==> src/rtl/chip_reset_ctrl.sv <==
// chip_reset_ctrl
//   Chip-wide reset sequencer behind the clock-generation stage. Waits for a
//   filtered DCM lock, stretches reset for HOLD_CYCLES, then releases
//   chip_reset_ synchronously to clk. Reset is re-asserted on lock loss or on
//   a debounced push-switch press while running.
//
// Ports
//   clk          system clock (DCM CLK0)
//   reset_       async active-low power-on reset
//   locked_in    DCM lock, async to clk, 1 = locked
//   sw_reset_    raw push-switch, async, 0 = pressed
//   chip_reset_  registered system reset, active-low
//   reset_state  FSM state: 0 WAIT_LOCK, 1 HOLD, 2 RUN, 3 SW_RST
//   lock_lost    sticky, lock dropped while in RUN
//   reset_count  saturating count of reset events taken from RUN

module chip_reset_sync #(
  parameter int STAGES = 2
) (
  input  logic clk,
  input  logic reset_,
  input  logic d_i,
  output logic q_o
);
  logic [STAGES-1:0] sync_q;

  always_ff @(posedge clk or negedge reset_) begin
    if (!reset_) sync_q <= '0;
    else         sync_q <= {sync_q[STAGES-2:0], d_i};
  end

  assign q_o = sync_q[STAGES-1];
endmodule

module chip_reset_ctrl #(
  parameter int SYNC_STAGES     = 2,
  parameter int LOCK_FILTER     = 16,
  parameter int HOLD_CYCLES     = 255,
  parameter int DEBOUNCE_CYCLES = 50000
) (
  input  logic       clk,
  input  logic       reset_,
  input  logic       locked_in,
  input  logic       sw_reset_,
  output logic       chip_reset_,
  output logic [1:0] reset_state,
  output logic       lock_lost,
  output logic [7:0] reset_count
);

  typedef enum logic [1:0] {
    ST_WAIT_LOCK = 2'd0,
    ST_HOLD      = 2'd1,
    ST_RUN       = 2'd2,
    ST_SW_RST    = 2'd3
  } state_e;

  localparam logic [7:0]  FILT_MAX  = 8'(LOCK_FILTER);
  localparam logic [7:0]  HOLD_LAST = 8'(HOLD_CYCLES - 1);
  localparam logic [15:0] DB_LAST   = 16'(DEBOUNCE_CYCLES - 1);
  localparam logic [7:0]  CNT_MAX   = 8'hFF;

  // ---------------------------------------------------------------------------
  // Input synchronizers. The switch is inverted ahead of the chain so that the
  // cleared flops read as "not pressed" straight out of reset.
  // ---------------------------------------------------------------------------
  logic lock_sync;
  logic sw_sync;

  chip_reset_sync #(.STAGES(SYNC_STAGES)) u_lock_sync (
    .clk    (clk),
    .reset_ (reset_),
    .d_i    (locked_in),
    .q_o    (lock_sync)
  );

  chip_reset_sync #(.STAGES(SYNC_STAGES)) u_sw_sync (
    .clk    (clk),
    .reset_ (reset_),
    .d_i    (~sw_reset_),
    .q_o    (sw_sync)
  );

  // ---------------------------------------------------------------------------
  // Lock filter: counts consecutive high samples, saturating at LOCK_FILTER.
  // Any low sample throws away all accumulated credit.
  // ---------------------------------------------------------------------------
  logic [7:0] filt_q, filt_d;
  logic       lock_ok;

  always_comb begin
    filt_d = filt_q;
    if (!lock_sync)            filt_d = '0;
    else if (filt_q != FILT_MAX) filt_d = filt_q + 8'd1;
  end

  assign lock_ok = (filt_q == FILT_MAX);

  // ---------------------------------------------------------------------------
  // Switch debounce: sw_db only flips after DEBOUNCE_CYCLES consecutive
  // samples that disagree with it; a single agreeing sample restarts the run.
  // ---------------------------------------------------------------------------
  logic [15:0] db_cnt_q, db_cnt_d;
  logic        sw_db_q, sw_db_d;

  always_comb begin
    db_cnt_d = '0;
    sw_db_d  = sw_db_q;
    if (sw_sync != sw_db_q) begin
      if (db_cnt_q == DB_LAST) begin
        sw_db_d  = sw_sync;
        db_cnt_d = '0;
      end else begin
        db_cnt_d = db_cnt_q + 16'd1;
      end
    end
  end

  // ---------------------------------------------------------------------------
  // Sequencer FSM
  // ---------------------------------------------------------------------------
  state_e     state_q, state_d;
  logic [7:0] hold_q, hold_d;
  logic       chip_rst_q, chip_rst_d;
  logic       lock_lost_q, lock_lost_d;
  logic [7:0] count_q, count_d;
  logic       run_lock_drop;   // RUN exit caused by lock loss
  logic       run_exit;        // any counted exit from RUN

  // State register and all sequential state
  always_ff @(posedge clk or negedge reset_) begin
    if (!reset_) begin
      state_q     <= ST_WAIT_LOCK;
      hold_q      <= '0;
      filt_q      <= '0;
      db_cnt_q    <= '0;
      sw_db_q     <= 1'b0;
      chip_rst_q  <= 1'b0;
      lock_lost_q <= 1'b0;
      count_q     <= '0;
    end else begin
      state_q     <= state_d;
      hold_q      <= hold_d;
      filt_q      <= filt_d;
      db_cnt_q    <= db_cnt_d;
      sw_db_q     <= sw_db_d;
      chip_rst_q  <= chip_rst_d;
      lock_lost_q <= lock_lost_d;
      count_q     <= count_d;
    end
  end

  // Next-state logic. Lock loss always outranks the switch.
  always_comb begin
    state_d       = state_q;
    run_lock_drop = 1'b0;
    run_exit      = 1'b0;
    unique case (state_q)
      ST_WAIT_LOCK: begin
        if (lock_ok) state_d = ST_HOLD;
      end
      ST_HOLD: begin
        if (!lock_sync)              state_d = ST_WAIT_LOCK;
        else if (hold_q == HOLD_LAST) state_d = ST_RUN;
      end
      ST_RUN: begin
        if (!lock_sync) begin
          state_d       = ST_WAIT_LOCK;
          run_lock_drop = 1'b1;
          run_exit      = 1'b1;
        end else if (sw_db_q) begin
          state_d  = ST_SW_RST;
          run_exit = 1'b1;
        end
      end
      ST_SW_RST: begin
        if (!lock_sync)    state_d = ST_WAIT_LOCK;
        else if (!sw_db_q) state_d = ST_HOLD;
      end
      default: state_d = ST_WAIT_LOCK;
    endcase
  end

  // Output / registered-status logic. The hold counter only advances while
  // staying in HOLD, so every entry into HOLD starts from zero.
  always_comb begin
    hold_d      = (state_q == ST_HOLD && state_d == ST_HOLD) ? hold_q + 8'd1 : 8'd0;
    chip_rst_d  = (state_d == ST_RUN);
    lock_lost_d = lock_lost_q | run_lock_drop;
    count_d     = (run_exit && count_q != CNT_MAX) ? count_q + 8'd1 : count_q;
  end

  assign chip_reset_ = chip_rst_q;
  assign reset_state = state_q;
  assign lock_lost   = lock_lost_q;
  assign reset_count = count_q;

endmodule

==> config.mk <==
export PLATFORM = sky130hd
export DESIGN_NAME = chip_reset_ctrl
export DESIGN_NICKNAME = d
export VERILOG_FILES = /design/src/rtl/chip_reset_ctrl.sv
export SDC_FILE = /design/constraint.sdc
export NUM_CORES = 1
export LEC_CHECK = 0
export BUFFER_PORTS_ARGS = -buffer_cell sky130_fd_sc_hd__buf_2
export CAP_MARGIN = 10
export CORE_MARGIN = 2
export CORE_UTILIZATION = 55
export DETAILED_ROUTE_END_ITERATION = 10
export PLACE_DENSITY = 0.81
export SETUP_SLACK_MARGIN = 0.3
export SLEW_MARGIN = 20
export SYNTH_ARGS = -nofsm -noshare
export SYNTH_HDL_FRONTEND = slang
export SYNTH_HIERARCHICAL = 1
export SYNTH_SLANG_ARGS = --single-unit
==> constraint.sdc <==
create_clock -name clk -period 3.1 [get_ports clk]
set_input_delay 0.62 -clock clk [delete_from_list [all_inputs] [get_ports clk]]
set_output_delay 0.62 -clock clk [all_outputs]
set_load 0.03 [all_outputs]
# [After elaboration in Yosys (flattened, before gate mapping)]
# Cells that the tools add are included.
[classes] muxes=18 bitwise_logic=2 n_eq_ne=12 addsub=4 reduce_logical=4
[op_table] operator="two-way mux 16 bit" count=2
[op_table] operator="adder 8 x 1 -> 8 bit (second input constant)" count=3
[op_table] operator="two-way mux 8 bit" count=3
[op_table] operator="adder 16 x 1 -> 16 bit (second input constant)" count=1
[op_table] operator="== test 16 bit (second input constant)" count=1
[op_table] operator="two-way mux 2 bit" count=7
[op_table] operator="== test 8 x 5 -> 1 bit (second input constant)" count=1
[op_table] operator="== test 8 bit (second input constant)" count=1
[op_table] operator="inequality test 8 x 5 -> 1 bit (second input constant)" count=1
[op_table] operator="inequality test 8 bit (second input constant)" count=1
[op_table] operator="case mux 2 bit (4 select lines)" count=1
[op_table] operator="== test 2 bit (second input constant)" count=3
[op_table] operator="two-way mux 1 bit" count=5
[op_table] operator="== test 2 x 1 -> 1 bit (second input constant)" count=2
[op_table] operator="logical AND 1 bit" count=2
[op_table] operator="zero test 2 bit" count=1
[op_table] operator="inequality test 2 bit (second input constant)" count=1
[op_table] operator="AND reduction 2 bit" count=1
[op_table] operator="inequality test 1 bit" count=1
[op_table] operator="inverter 1 bit" count=1
[op_table] operator="bitwise OR 1 bit" count=1
[totals] output_inout_bits=12 wordCells=50 ff_bits=49

# [Longest topological paths before layout]
# Gate-level depths: netlist of the first run.
[logic_depth] word_depth=7 ltp_mapped=6 mapped_depth_nobuf=6

# [Modules after synthesis]
# The synthesis of the first run kept the hierarchy.
[by_module_without_submodules] module="chip_reset_ctrl" seq_area_each_um2=1126.1 instances=1 cells_per_inst=212 area_each_um2=2173.3
[by_module_without_submodules] module="chip_reset_sync" seq_area_each_um2=50.0 instances=2 cells_per_inst=2 area_each_um2=50.0

# [Worst setup path before layout of the first run]
# OpenSTA, ideal clock, no wires.
[synth_timing] kind="flip-flop to flip-flop" from="register count_q[0], in the netlist reset_count[0]" to="register count_q[1], in the netlist reset_count[1]" t_required_ns=2.975 slack_ns=1.355 arrival_time_ns=1.620 path_stages_with_launch=6 path_buffers=0 path_cell_list="dfrtp_1 ha_1 nand3_1 nor3_2 nor2_1 mux2_2"
[synth_between] elab_chain_cells=2
[synth_lines] item="start, declared" line="126" rtl="logic [7:0] count_q, count_d;"
[synth_lines] item="start signal, assigned" line="149" rtl="count_q <= count_d;"
[synth_lines] item="branches (longest 2 deep; another with adder 8 x 1 -> 8 bit)"
# Several ways; the timed one is not identified.
# A chain may end at the register's enable or synchronous reset.

# [Worst setup path after layout of the first run]
[layout_timing] from="register db_cnt_q[13]" to="register db_cnt_q[14]"
[layout_between] elab_chain_cells=3
[layout_lines] item="start, declared" line="103" rtl="logic [15:0] db_cnt_q, db_cnt_d;"
[layout_lines] item="start signal, assigned" line="145" rtl="db_cnt_q <= db_cnt_d;"
[layout_lines] item="adder 16 x 1 -> 16 bit or == test 16 bit (tied branches)" line="114, 110"
[layout_lines] item="two-way mux 16 bit (*)" line="110" rtl="if (db_cnt_q == DB_LAST) begin"
[layout_lines] item="two-way mux 16 bit (*)" line="109" rtl="if (sw_sync != sw_db_q) begin"
[layout_lines] item="via db_cnt_d[14]" line="103"
# Mark *: on every way through the listed nets, which the timed path passes. The rest lies on a longest branch.

==> metrics.txt, run 1 <==
status=finished, final reports clean; crit-path max cell delay=approximately 800 ps; drt first pass iters=4; RSZ-0062 raised after global routing=no; reg-to-reg endpoint=db_cnt_q[14]$_DFF_PN0_; Yosys reg bits=49; number of fill cells=between 300 and 400; DIE AREA=4660 um^2; clock latency on the worst-skew pair=290 ps; final wirelength=around 3600 um; period utilization=between 60 and 70%; worst-path fanout max=16; Pwr Total=0.00108 W; htree depth=2; number of synthesized flops with an enable pin=0; Post-Syn Area=2270 um^2; largest net degree at the start of global routing=28; Worst Slack Setup Final=~1200 ps; Power Density=approximately 430 nW/um^2; synthesized net count=226; # diodes=0; Avg Inst Size Synth=10.5 um^2; YS warnings=6; post-cts gate resize count=0; Post-DP HPWL=about 2600 um; Critical Path Sink Type=flop; layout cells sized above 1=12.7%; CTS tree=yes; total number of vias=1511; post-route ant nets=0; Syn Inst Count=216; MaxCap Viol Count=0; Boundary Pins=16; cts hold-fix bufs=0; post-layout min period=1930 ps; Post-Place Setup Slack=between 1000 and 1500 ps; Min-Delay Path Class=in2async; Die Width=68.3 um; die height=68.3 um; Reg2Reg Launch Point=db_cnt_q[13]$_DFF_PN0_; IO buf count=15; clock sink count=49; Netlist cell types=32; ys async rst share=100%; vias per std cell=5.26; site row count=23; Core Area=about 4000 um^2; delay-heaviest family, CP=compound AO/OA/AOI/OAI gates; ys flop type=dfrtp_1; CTS max path bufs=2; post-CTS setup buffers=0; gr ovfl total=0; slowest CP cell=o41ai_4; Area growth syn-to-layout=10.0%; Worst VDD drop=0.525 mV; Lkg Pwr=1.18 nW; GP Congestion=0.851; hold violation total from the final report=0; share of the yosys chip area belonging to registers=between 50 and 60%; Cell Chain, Critical Path=nor4_2 > nand3_1 > o41ai_4 > nor2_1; final number of setup-violating endpoints=0; critical path class=reg2reg; synth top area cells=dfrtp_1 54%, xor2_1 7.3%, nor2_1 6.4%, xnor2_1 5.8%, ha_1 3.3%; clock-pin slew on the worst setup and hold paths=80 ps; CP Depth=4; reg2reg setup slack=between 1000 and 1500 ps; critical path startpoint category=flop; Slew headroom=45.2%; Fmax=just over 500 MHz; routed len/inst=between 10 and 15 um; Critical Path RT=3240 ps; Worst-Margin Slew=820 ps; Initial Utilization=56.8%; skew final=6.25 ps; first-pass GRT wire length=5980 um; nets@finish=246; initial antenna violation count=0; cell taking the most area after synthesis=dfrtp_1; worst reg2reg path depth=4; CTS root buf=clkbuf_8; Final Max Slew Viols=0; Remaining DRCs=0; Initial DRC Count=100; vias in the first global route=1385; setup_tns=0 ps; Buf/Inv on CP=0; crit path DAT=about 2100 ps; Num CTS Buffers=5; GRT Util Overall=17.3%; share of the synthesized area in the top cell type=53.9%
[metal layers]
metal,vias to the layer above,routed length [um],track usage (%)
li1,771,-,-
met5,-,0,0
met3,4,107,4.28
met4,0,38,5.25
met1,720,1720,22.8
met2,16,1770,28.4
[how the worst max path moves through the flow]
stage | end | startpoint
3_5_place_dp | db_cnt_q[14]$_DFF_PN0_ | db_cnt_q[13]$_DFF_PN0_
3_3_place_gp | db_cnt_q[2]$_DFF_PN0_ | db_cnt_q[13]$_DFF_PN0_
6_report | db_cnt_q[14]$_DFF_PN0_ | db_cnt_q[13]$_DFF_PN0_
5_1_grt | db_cnt_q[13]$_DFF_PN0_ | db_cnt_q[13]$_DFF_PN0_
2_1_floorplan | reset_count[1]$_DFFE_PN0P_ | reset_count[0]$_DFFE_PN0P_
4_1_cts | db_cnt_q[14]$_DFF_PN0_ | db_cnt_q[13]$_DFF_PN0_
[cells in the mapped netlist, types with 2 or more instances]
cell type / number
nand2_1: 13
xor2_1: 19
and3_1: 3
nand4_1: 7
ha_1: 6
xnor2_1: 15
clkbuf_1: 2
inv_1: 10
and4_1: 2
nand2b_1: 2
nor3b_1: 2
nor3_1: 6
nand3_1: 15
nor2_1: 39
mux2_2: 2
nor4_1: 7
a21oi_1: 3
dfrtp_1: 49
[report_power, final]
group	total, W	switching, W	internal (W)
Clock	0.000391	0.000190	0.000202
Combinational	0.0000373	0.0000255	0.0000118
Sequential	0.000656	0.00000876	0.000647
Total	0.00108	0.000224	0.000861
[registers in the layout, summed over array words and instances, names as in the netlist]
signal and flops:
db_cnt_q 16, filt_q 8, hold_q 8, reset_count 8, reset_state 2, u_lock_sync/sync_q 2, u_sw_sync/sync_q 2, chip_reset_ 1
lock_lost 1, sw_db_q 1
[cell type report]
cell class | count | area, um^2 | share of cell area [%]
flip-flops and latches | 49 | 1230 | 49.0
inverters | 10 | 37.5 | 1.50
repair buffers | 16 | 82.6 | 3.30
clock inverters | 1 | 5.00 | 0.200
multi-input cells | 154 | 991 | 39.6
clock buffers | 7 | 96.3 | 3.85
well taps | 50 | 62.6 | 2.50
[cell families (layout without fill, tap and decap cells)]
family	after synthesis	count (layout)	share of synthesized area, %
buf+inv	13	34	2.48
xor+xnor	34	34	13.1
flops	49	49	53.9
mux	3	3	1.43
fa+ha+maj	6	6	3.30
simple gates	103	103	22.5
compound gates	8	8	3.25
[through the flow]
| step | cells | hold WS [ps] | util [%] | instance area, um^2 |
|---|---|---|---|---|
| global placement | 279 | 333 | 60.0 | 2400 |
| floorplan | 216 | 324 | - | 2270 |
| detailed placement | 279 | 348 | 60.0 | 2400 |
| CTS | 287 | 345 | 62.5 | 2500 |
| global route | 287 | 371 | 62.5 | 2500 |
| finish | 287 | 329 | 62.5 | 2500 |
[cells in the final DEF (no fill, tap or decap), types with 2 or more instances in the layout]
cell type / instances
a21oi_1: 3
and3_1: 3
and4_1: 2
buf_2: 15
clkbuf_8: 7
dfrtp_1: 49
ha_1: 6
inv_1: 10
mux2_2: 2
nand2_1: 13
nand2b_1: 2
nand3_1: 15
nand4_1: 7
nor2_1: 39
nor3_1: 6
nor3b_1: 2
nor4_1: 7
xnor2_1: 15
xor2_1: 19
[worst register-to-register path, stage by stage, from the launching register on]
cell     delay (ps)
dfrtp_1         420
nor4_2          260
nand3_1         160
o41ai_4         800
nor2_1          130
Note: power is estimated with default switching activity, not from simulation.
==> run 2, diff against run 1 <==
--- a/config.mk
+++ b/config.mk
@@ -8,7 +8,7 @@
 export BUFFER_PORTS_ARGS = -buffer_cell sky130_fd_sc_hd__buf_2
 export CAP_MARGIN = 10
 export CORE_MARGIN = 2
-export CORE_UTILIZATION = 55
+export CORE_UTILIZATION = 53
 export DETAILED_ROUTE_END_ITERATION = 10
 export PLACE_DENSITY = 0.81
 export SETUP_SLACK_MARGIN = 0.3
==> constraint.sdc (replaced) <==
create_clock -name clk -period 1.55 [get_ports clk]
set_input_delay 0.31 -clock clk [delete_from_list [all_inputs] [get_ports clk]]
set_output_delay 0.31 -clock clk [all_outputs]
set_load 0.03 [all_outputs]
==> run 2 against run 1 <==
- the flow now finishes with violations (negative setup slack)
- power increased by 140%
- register-to-register slack got worse by 1300 ps
- largest cell class is now multi-input gates
- highest routed layer unchanged
- sequential power rose by 100%
- largest power group unchanged
- flip-flop and latch count unchanged
- non-clock buffer count grew 42
==> metrics.txt, run 2 (synthesis results as in run 1) <==
DIE AREA=4830 um^2; Final Core Density=a little over four fifths; layout cells sized above 1=51.3%; die height=69.5 um; clock-pin slew on the worst setup and hold paths=110 ps; IO buf count=15; Sw Ratio=23.4%; hold violation total from the final report=0; skew final=13.1 ps; Critical Path RT=1760 ps; Remaining DRCs=0; vias per std cell=about 6.4; Post-Place Setup Slack=-17.7 ps; RSZ-0062 raised after global routing=yes; Post-DP HPWL=around 2900 um; Hold Path End=u_lock_sync/sync_q[0]$_DFF_PN0_; largest net degree at the start of global routing=24; most frequent cells in the layout=37 x dfrtp_1, 30 x buf_4, 21 x buf_6; Worst-Margin Slew=428 ps; Worst VDD drop=roughly 0.76 mV; drt first pass iters=6; total number of vias=2116; htree depth=2; commonest non-fill, non-tap cell in the layout=dfrtp_1; Fmax=slightly below 600 MHz; Final Max Slew Viols=0; most flop-heavy register=db_cnt_q; # diodes=0; clock latency on the worst-skew pair=330 ps; Num CTS Buffers=5; critical path startpoint category=flop; gr ovfl total=0; first-pass GRT wire length=roughly 9000 um; combinational share of power=5.6%; Register Area=1240 um^2; site row count=23; sequential power share=50.6%; MaxCap Viol Count=0; Initial DRC Count=326; crit-path max cell delay=a little over 400 ps; post-route ant nets=0; Power Density=770 nW/um^2; initial antenna violation count=0; hold depth=1; period utilization=109%; Boundary Pins=16; routed len/inst=around 24 um; reg2reg setup slack=-150 ps; GRT Util Overall=23.9%; number of fill cells=160; Worst Hold Launch=locked_in; Initial Utilization=56.0%; CTS max path bufs=2; worst reg2reg path depth=5; GP Congestion=around 0.92; Worst Slack Setup Final=-146 ps; critical path class=reg2reg; worst-path fanout max=5; Net Sw Power=0.000611 W; Area growth syn-to-layout=49.4%; Slew headroom=71.4%; failing checks=negative setup slack; Cell Chain, Critical Path=ha_2 > nand4_1 > nor4_2 > xnor2_1 > nor2_2; P_int=0.00200 W; number of flip-flops under the largest register name=16; CTS tree=yes; nets@finish=288; Critical Path Sink Type=flop; slowest CP cell=dfrtp_1; final number of setup-violating endpoints=17; clock power share=43.8%; clock sink count=49; Min-Delay Path Class=in2reg; Core Area=4060 um^2; Lkg Pwr=1.44 nW; area of the multi-input gates=1400 um^2; crit path DAT=between 1500 and 2000 ps; reg-to-reg endpoint=db_cnt_q[14]$_DFF_PN0_; CTS root buf=clkbuf_8; final wirelength=7770 um; vias in the first global route=1949; post-layout min period=1700 ps; status=finished, violations left; Die Width=69.5 um; Reg2Reg Launch Point=db_cnt_q[1]$_DFF_PN0_
## run 2: cell types whose count changed in the layout (fill, tap and decap cells not counted), moves of 4 or more
cell | before | now
nor4_1 | 7 | 1
ha_1 | 6 | 2
nor4_2 | 1 | 5
buf_4 | 1 | 30
buf_6 | 0 | 21
nor2_4 | 0 | 11
dfrtp_2 | 0 | 12
nand3_1 | 15 | 8
dfrtp_1 | 49 | 37
buf_2 | 15 | 5
nor2_1 | 39 | 17
nand3_2 | 0 | 4
nor2_2 | 0 | 11
## run 2: metal layers
metal	part of all wire, %	wire length [um]	track usage [%]	vias up
li1	-	-	-	858
met1	37	2880	28.2	1050
met2	50	3920	40.8	169
met3	8.3	644	6.98	39
met4	4.1	320	10.2	0
met5	0	0	0	-
## run 2: layout make-up
class / instances / share of cell area, %
clock buffer: 5 / 2.03
clock inverter: 3 / 2.03
inverter: 10 / 1.10
multi-input combinational: 154 / 41.3
sequential: 49 / 36.5
tap: 50 / 1.84
timing repair buffer: 58 / 15.2
## run 2: worst max path at each step
stage	start	endpoint	slack, ps	cells past startpoint
global placement	db_cnt_q[12]$_DFF_PN0_	sw_db_q$_DFFE_PN0P_	10	4
detailed placement	db_cnt_q[12]$_DFF_PN0_	sw_db_q$_DFFE_PN0P_	-20	4
finish	db_cnt_q[1]$_DFF_PN0_	db_cnt_q[14]$_DFF_PN0_	-150	5
global route	db_cnt_q[1]$_DFF_PN0_	db_cnt_q[12]$_DFF_PN0_	-220	5
CTS	db_cnt_q[1]$_DFF_PN0_	db_cnt_q[12]$_DFF_PN0_	30	5
floorplan	db_cnt_q[13]$_DFF_PN0_	db_cnt_q[14]$_DFF_PN0_	50	5
## run 2: repair_timing
action,in CTS,in global routing
gates resized for setup,36,78
pin swaps,23,30
hold buffers,1,0
setup buffers,22,8
endpoints found under the hold margin,12,0
endpoints found under the setup margin,47,53
## run 2: critical path, delay by kind of cell, from the launching register on
| family | cells | cell delay (ps) |
|---|---|---|
| xor gates and xnor gates | 1 | 180 |
| adders and majority gates | 1 | 250 |
| DFF | 1 | 410 |
| and+or+nand+nor | 3 | 750 |
## run 2: per-stage QoR
step                      cell area [um^2]  std cells  total power, W  setup TNS [ps]  hold slack, ps
after floorplan                       2360        216         0.00138               0            14.4
after global placement                2570        290         0.00142               0             233
after detailed placement              2570        290         0.00143           -24.3             241
after CTS                             3030        321         0.00253               0            98.9
after global routing                  3400        329         0.00266           -2140            79.5
final                                 3400        329         0.00261           -1560            89.5
## run 2: power groups by stage
stage,sequential (W),combinational [W],clock [W]
after floorplan,0.00133,0.0000415,0
after CTS,0.00131,0.000112,0.00111
after global placement,0.00134,0.0000881,0
final,0.00132,0.000146,0.00115
after global routing,0.00132,0.000160,0.00118
after detailed placement,0.00134,0.0000916,0
==> run 3, diff against run 2 <==
--- a/config.mk
+++ b/config.mk
@@ -10,7 +10,7 @@
 export CORE_MARGIN = 2
 export CORE_UTILIZATION = 53
 export DETAILED_ROUTE_END_ITERATION = 10
-export PLACE_DENSITY = 0.81
+export PLACE_DENSITY = 0.8
 export SETUP_SLACK_MARGIN = 0.3
 export SLEW_MARGIN = 20
 export SYNTH_ARGS = -nofsm -noshare
==> run 3 against run 2 <==
- the run still ends with negative setup slack left
- clock-buffer cell count unchanged
- sequential share of layout area is 1.2 points higher
- global-route usage grew 1.5 points
- hold slack lost 8.9 ps
- flip-flop and latch count unchanged
- largest power group unchanged
- die area did not move
- cell count grew 0.30%
- power down 6.4%
- core utilization down 2.5 points
- critical path type unchanged
==> metrics.txt, run 3 (synthesis results as in run 1) <==
initial antenna violation count=0; largest net degree at the start of global routing=37; Boundary Pins=16; Num CTS Buffers=5; placed cell areas=2610 um^2; critical path class=reg2reg; fin cells=330; vias per std cell=6.04; CP startpoint=db_cnt_q[4]$_DFF_PN0_; layout cells sized above 1=47.5%; IO buf count=15; Critical Path RT=~1800 ps; period utilization=110%; Die Width=a little under 70 um; Initial DRC Count=between 200 and 250; RSZ-0062 raised after global routing=yes; Final Max Slew Viols=0; failing checks=negative setup slack; CTS root buf=clkbuf_8; Reg2Reg Launch Point=db_cnt_q[4]$_DFF_PN0_; Final Instance Area=3290 um^2; vias in the first global route=1878; nets@finish=289; hold violation total from the final report=0; die height=69.5 um; htree depth=2; routed len/inst=21.8 um; post-layout min period=1710 ps; clock sink count=between 40 and 50; Cell Chain, Critical Path=buf_4 > nand4_1 > nor4_2 > xnor2_1 > nor2_2; slowest CP cell=dfrtp_1; Power Density=743 nW/um^2; skew final=20.4 ps; Initial Utilization=a little under three fifths; commonest non-fill, non-tap cell in the layout=dfrtp_1; Worst VDD drop=around 0.96 mV; Final Core Density=81.2%; GP Congestion=0.897; Worst-Margin Slew=~440 ps; placed cell count=around 300; post-route ant nets=0; number of fill cells=176; final number of setup-violating endpoints=18; # diodes=0; Post-Place Setup Slack=-48.4 ps; CTS max path bufs=2; status=finished, violations left; Lkg Pwr=approximately 1.4 nW; crit path DAT=1930 ps; number of flip-flops under the largest register name=16; Post-DP HPWL=2930 um; Worst Hold Launch=locked_in; site row count=23; gr ovfl total=0; CTS tree=yes; MaxCap Viol Count=0; clock-pin slew on the worst setup and hold paths=between 100 and 150 ps; most frequent cells in the layout=35 x dfrtp_1, 31 x buf_4, 24 x nor2_1; Area growth syn-to-layout=44.9%; clock latency on the worst-skew pair=330 ps; first-pass GRT wire length=9490 um; total number of vias=1994; Core Area=about 4100 um^2; most flop-heavy register=db_cnt_q; Critical Path Sink Type=flop; Remaining DRCs=0; crit-path max cell delay=460 ps; worst-path fanout max=4; DIE AREA=4830 um^2; Min-Delay Path Class=in2reg; drt first pass iters=5; critical path startpoint category=flop; Worst Slack Setup Final=-160 ps; Slew headroom=70.8%; final wirelength=7180 um; GRT Util Overall=about a quarter; Fmax=between 500 and 600 MHz
run 3: stage by stage:
stage	TNS, ps	hold WS, ps	power [W]
after global routing	-2510	62.9	0.00251
after CTS	0	85.1	0.00238
after detailed placement	-48.4	231	0.00142
final	-1460	80.6	0.00245
after global placement	0	228	0.00142
after floorplan	0	14.4	0.00138
run 3: area by class of cell:
class	count	area, um^2	share of cell area, %
clock buffer	5	68.8	2.09
clock inverter	3	47.5	1.44
inverter	10	37.5	1.14
multi-input combinational	154	1310	39.8
sequential	49	1240	37.8
tap	50	62.6	1.90
timing repair buffer	59	524	15.9
run 3: worst paths after layout:
check | slack, ps | to | cells after the start
max in group asynchronous | 620 | reset_state[0]$_DFF_PN0_ | 3
max reg2reg | -160 | db_cnt_q[12]$_DFF_PN0_ | 5
max | -160 | db_cnt_q[12]$_DFF_PN0_ | 5
min reg2reg | 400 | u_sw_sync/sync_q[1]$_DFF_PN0_ | 0
min | 80 | u_lock_sync/sync_q[0]$_DFF_PN0_ | 1
min in group asynchronous | 420 | hold_q[6]$_DFF_PN0_ | 2
run 3: report_power, final:
group	leakage [nW]	internal, W	switching, W
clock network	0.0591	0.000493	0.000507
registers	0.647	0.00130	0.0000219
logic	0.721	0.0000522	0.0000768
total	1.43	0.00184	0.000606
run 3: routing by layer:
metal  vias to the layer above  share of wire, %  GRT usage (%)  wire, um
met4                         0               6.7           10.9       483
met3                        43               6.5           6.10       466
met1                       983                37           31.4      2680
met2                       116                49           42.6      3550
met5                         -                 0              0         0
li1                        852                 -              -         -
run 3: repair_timing:
item | CTS | global route
pin swaps | 13 | 26
gates resized for setup | 42 | 52
hold endpoints to repair | 13 | 0
endpoints found under the setup margin | 46 | 51
hold buffers | 1 | 0
cloned | 0 | 0
buffers inserted | 13 | 13
run 3: critical path, delay by kind of cell (launching register included):
family | cells | cell delay [ps]
flops | 1 | 460
simple gates | 3 | 730
buf+inv | 1 | 170
xor+xnor | 1 | 250
